<file path="src/rtl/vga_sync_gen.sv">
// rtl/vga_sync_gen.sv - VGA raster timing generator with registered, blanked RGB/sync pins
module vga_sync_gen #(
  parameter int HVID   = 640,
  parameter int HFP    = 16,
  parameter int HSYNC  = 96,
  parameter int HBP    = 48,
  parameter int VVID   = 480,
  parameter int VFP    = 10,
  parameter int VSYNC  = 2,
  parameter int VBP    = 33,
  parameter bit HS_POL = 1'b0,
  parameter bit VS_POL = 1'b0
) (
  input  logic       clk_25,
  input  logic       reset,
  input  logic [3:0] red_in,
  input  logic [3:0] green_in,
  input  logic [3:0] blue_in,
  output logic [9:0] horizontal_num,
  output logic [9:0] vertical_num,
  output logic       video_on,
  output logic       frame_start,
  output logic       vga_hs,
  output logic       vga_vs,
  output logic [3:0] vga_r,
  output logic [3:0] vga_g,
  output logic [3:0] vga_b
);

  localparam int HTOTAL = HVID + HFP + HSYNC + HBP;
  localparam int VTOTAL = VVID + VFP + VSYNC + VBP;

  // Counters are 10 bits wide, so a raster larger than 1024 in either axis cannot be represented.
  if (HTOTAL > 1024 || VTOTAL > 1024) begin : g_bad_geometry
    $error("vga_sync_gen: HTOTAL/VTOTAL must not exceed 1024");
  end

  localparam logic [9:0] H_LAST    = 10'(HTOTAL - 1);
  localparam logic [9:0] V_LAST    = 10'(VTOTAL - 1);
  localparam logic [9:0] H_VID     = 10'(HVID);
  localparam logic [9:0] V_VID     = 10'(VVID);
  localparam logic [9:0] HS_START  = 10'(HVID + HFP);
  localparam logic [9:0] HS_END    = 10'(HVID + HFP + HSYNC - 1);
  localparam logic [9:0] VS_START  = 10'(VVID + VFP);
  localparam logic [9:0] VS_END    = 10'(VVID + VFP + VSYNC - 1);

  logic [9:0]  r_h_cnt;
  logic [9:0]  r_v_cnt;
  logic        r_hs;
  logic        r_vs;
  logic [11:0] r_rgb;

  logic        w_video_on;
  logic        w_frame_start;
  logic        w_hs_act;
  logic        w_vs_act;

  // Stage 0: pixel counter wraps at end of line and advances the line counter, which wraps at end of frame.
  always_ff @(posedge clk_25) begin
    if (reset) begin
      r_h_cnt <= '0;
      r_v_cnt <= '0;
    end else if (r_h_cnt == H_LAST) begin
      r_h_cnt <= '0;
      if (r_v_cnt == V_LAST) begin
        r_v_cnt <= '0;
      end else begin
        r_v_cnt <= r_v_cnt + 10'd1;
      end
    end else begin
      r_h_cnt <= r_h_cnt + 10'd1;
    end
  end

  // Stage-0 decodes of the current raster position; vsync is purely line-based so it changes only at the line wrap.
  always_comb begin
    w_video_on    = (r_h_cnt < H_VID) && (r_v_cnt < V_VID);
    w_frame_start = (r_h_cnt == 10'd0) && (r_v_cnt == 10'd0);
    w_hs_act      = (r_h_cnt >= HS_START) && (r_h_cnt <= HS_END);
    w_vs_act      = (r_v_cnt >= VS_START) && (r_v_cnt <= VS_END);
  end

  // Stage 1: syncs and blanked colour registered together so all pins share the same one-cycle latency.
  always_ff @(posedge clk_25) begin
    if (reset) begin
      r_hs  <= ~HS_POL;
      r_vs  <= ~VS_POL;
      r_rgb <= '0;
    end else begin
      r_hs  <= w_hs_act ? HS_POL : ~HS_POL;
      r_vs  <= w_vs_act ? VS_POL : ~VS_POL;
      r_rgb <= w_video_on ? {red_in, green_in, blue_in} : 12'd0;
    end
  end

  assign horizontal_num = r_h_cnt;
  assign vertical_num   = r_v_cnt;
  assign video_on       = w_video_on;
  assign frame_start    = w_frame_start;
  assign vga_hs         = r_hs;
  assign vga_vs         = r_vs;
  assign vga_r          = r_rgb[11:8];
  assign vga_g          = r_rgb[7:4];
  assign vga_b          = r_rgb[3:0];

endmodule

</file>
<file path="config.mk">
export PLATFORM = sky130hd
export DESIGN_NAME = vga_sync_gen
export DESIGN_NICKNAME = d
export VERILOG_FILES = /design/src/rtl/vga_sync_gen.sv
export SDC_FILE = /design/constraint.sdc
export NUM_CORES = 1
export LEC_CHECK = 0
export CORE_ASPECT_RATIO = 1.25
export CORE_MARGIN = 3
export CORE_UTILIZATION = 42
export CTS_CLUSTER_DIAMETER = 40
export DETAILED_ROUTE_END_ITERATION = 7
export PLACE_DENSITY = 0.76
export SYNTH_ARGS = -nofsm -noshare
export SYNTH_HDL_FRONTEND = slang
export SYNTH_SLANG_ARGS = --single-unit
</file>
<file path="constraint.sdc">
create_clock -name clk_25 -period 4.25 [get_ports clk_25]
set_input_delay 1.275 -clock clk_25 [delete_from_list [all_inputs] [get_ports clk_25]]
set_output_delay 1.275 -clock clk_25 [all_outputs]
set_load 0.005 [all_outputs]
</file>
==> run summary <==
Ys Warns = 0
DR DRC count = 0
peak per-stage delay on the critical path = 570 ps
Netlist cell types = 31
Logic pwr share = 9.3%
crit path launch type = register
final setup vio count = 0
clock-pin slew on the worst setup and hold paths = 110 ps
Max clock buf depth = 2
VDD IR max = 236 µV
R2R setup slack = 2040 ps
Layout area overhead = 40.5%
Via density = 5.41
CP Max Fanout = 6
largest family of logic cells by synthesized area = simple AND/OR/NAND/NOR gates
R2R Path Start = horizontal_num[0]
post-synthesis adder-cell area fraction = 3.56%
die area = 0.00408 mm²
post-route ant nets = 0
Via Count = 1294
commonest non-fill, non-tap cell in the layout = clkdlybuf4s50_1
Die Ht = 70.7 µm
largest net degree at the start of global routing = 13
Routed WL = 3.35 mm
# diodes = 0
switching portion of total power = 22.8%
cell internal pwr = 443 µW
worst hold path startpoint = vertical_num[1]
share of cells above drive strength 1 = 6.40%
fmax = 0.272 GHz
Sink Count = 34
CP Buf/Inv Count = 2
simple-gate portion of the synthesized area = 28.9%
Tcrit/Tclk final = 86.5%
clk_skew = 11.1 ps
Setup crit end kind = output port
part of the power in registers = 57.9%
worst r2r dst = vertical_num[7]
status = completed
first-pass GRT wire length = 5.52 mm
vias in the first global route = 1182
NetSw = 131 µW
Clock power frac = 32.8%
H-tree levels = 2
Mapped Area = 0.00141 mm²
Critical Path RT = 2970 ps
Root Buffer = clkbuf_4
worst-skew pair later-pin latency = 340 ps
Max-slew headroom = 60.6%
multiplexer area fraction after synthesis = 0.712%
Hold/Removal Path Class = register to register
RSZ-0062 raised after global routing = false
initial antenna violation count = 0
Avg WL per Cell = 14.0 µm
FF+latch count, synth = 34
Final WS setup = 575 ps
Place WS = 946 ps
Die Wd = 57.8 µm
Lkg Pwr = 0.727 nW
Worst Hold End = vga_vs
input/output buffers = 49
core region area = 0.00308 mm²
dpl hpwl = 2.56 mm
Cells after Synth = 153
drt first pass iters = 4
Critical Path, Cell by Cell = inv_1, ha_1, or4b_2, nor3_1, nand4_1, nor2_1, clkdlybuf4s50_1
Detailed Route Iter0 Violations = 46
GRT overflow = 0
TritonCTS clock tree = yes
top-level port count = 50
worst-case reg-to-reg path depth = 5
routability cong. = 0.842
CP top delay family = simple AND/OR/NAND/NOR gates
Final Max Tran Viols = 0
Layout fillers = 279
syn nets = 171
gr usage total = 17.3%
cell count along the critical path = 7
# hold bufs at CTS = 0
Critical Path AT = 2400 ps
crit path kind = register to output port
crit path max-delay cell type = or4b_2
CTS Buf Count = 5
Compound-Gate Fraction of Synth Area = 5.16%
final setup TNS = 0 ps
hold-critical path depth = 1
Mean Syn Cell Area = 9.19 µm²
Initial Utilization = 45.6%
register area share after synthesis = 48.4%
Nets = 220
post-CTS sizing = 0
Synth Area in XOR/XNOR = 8.72%
Post-CTS Repair Setup Buffers = 0
maxcap violations = 0
Period minus WS final = 3680 ps
Pwr Density = 291 mW/mm²
commonest non-fill, non-tap cells in the layout = clkdlybuf4s50_1 (49), dfxtp_1 (34), nor2_1 (19), and2_1 (12), xnor2_1 (9)
Worst-Margin Slew = 585 ps
Rows = 22
final hold vios = 0
## state kept, by name, indices dropped and copies added, names as in the netlist
signal          cells
horizontal_num     10
r_rgb              12
vertical_num       10
vga_vs              1
vga_hs              1
## layout make-up
| cell class | count | area (µm²) | area share [%] |
|---|---|---|---|
| multi-input cells | 103 | 662 | 33.5 |
| flip-flops and latches | 34 | 681 | 34.5 |
| repair buffers | 50 | 498 | 25.2 |
| clock inverters | 1 | 5.00 | 0.253 |
| clock buffers | 7 | 55.1 | 2.79 |
| well taps | 36 | 45.0 | 2.28 |
| inverters | 8 | 30.0 | 1.52 |
## Yosys cell counts
cell type	count	area (µm²)
dfxtp_1	34	681
nor2_1	19	71.3
and2_1	12	75.1
xnor2_1	9	78.8
inv_1	8	30.0
nand4_1	8	50.1
nor4_1	7	43.8
clkbuf_1	5	18.8
nand3_1	5	25.0
xor2_1	5	43.8
ha_1	4	50.1
nand2_1	4	15.0
nor3_1	4	20.0
a21oi_1	3	15.0
and4_1	3	26.3
buf_2	3	15.0
and3_1	2	12.5
nor2b_1	2	12.5
o21a_1	2	15.0
o21ai_0	2	10.0
or3_1	2	12.5
a21bo_2	1	10.0
a21o_1	1	7.51
a31o_2	1	8.76
a31oi_1	1	6.26
mux2i_1	1	10.0
nand3b_1	1	7.51
or2_2	1	6.26
or4_1	1	7.51
or4_4	1	11.3
or4b_2	1	10.0
## metal layers
| metal | track usage [%] | part of all wire, % | routed length, µm |
|---|---|---|---|
| met5 | 0 | 0 | 0 |
| met1 | 19.8 | 39 | 1320 |
| met4 | 5.41 | 1.3 | 44 |
| met3 | 8.76 | 12 | 394 |
| met2 | 28.0 | 48 | 1590 |
## kinds of logic after synthesis
group | Yosys count
flops | 34
buf+inv | 16
simple gates | 73
mux | 1
compound gates | 11
fa+ha+maj | 4
xor+xnor | 14
## worst max-delay path by stage
stage                      start          end  slack (ps)
3_3_place_gp   horizontal_num[0]  frame_start         980
3_5_place_dp   horizontal_num[0]  frame_start         950
2_1_floorplan  horizontal_num[0]  frame_start        1520
5_1_grt        horizontal_num[0]  frame_start         460
4_1_cts        horizontal_num[0]  frame_start         560
6_report       horizontal_num[0]  frame_start         570
## stage by stage
| step | util [%] | power [mW] | hold WS [ps] | std cells | instance area (µm²) |
|---|---|---|---|---|---|
| after global placement | 62.1 | 0.393 | 452 | 231 | 1920 |
| final | 64.1 | 0.574 | 490 | 239 | 1980 |
| after detailed placement | 62.1 | 0.394 | 472 | 231 | 1920 |
| after CTS | 64.1 | 0.580 | 490 | 239 | 1980 |
| after global routing | 64.1 | 0.600 | 519 | 239 | 1980 |
| after floorplan | - | 0.357 | 439 | 153 | 1410 |
## power groups by stage
stage / Combinational (mW) / Sequential, mW / Clock (mW)
global placement: 0.0536 / 0.339 / 0
global route: 0.0584 / 0.334 / 0.208
floorplan: 0.0175 / 0.340 / 0
finish: 0.0533 / 0.332 / 0.188
CTS: 0.0542 / 0.333 / 0.193
detailed placement: 0.0537 / 0.340 / 0
No activity file was read; power rests on OpenSTA's default activity.
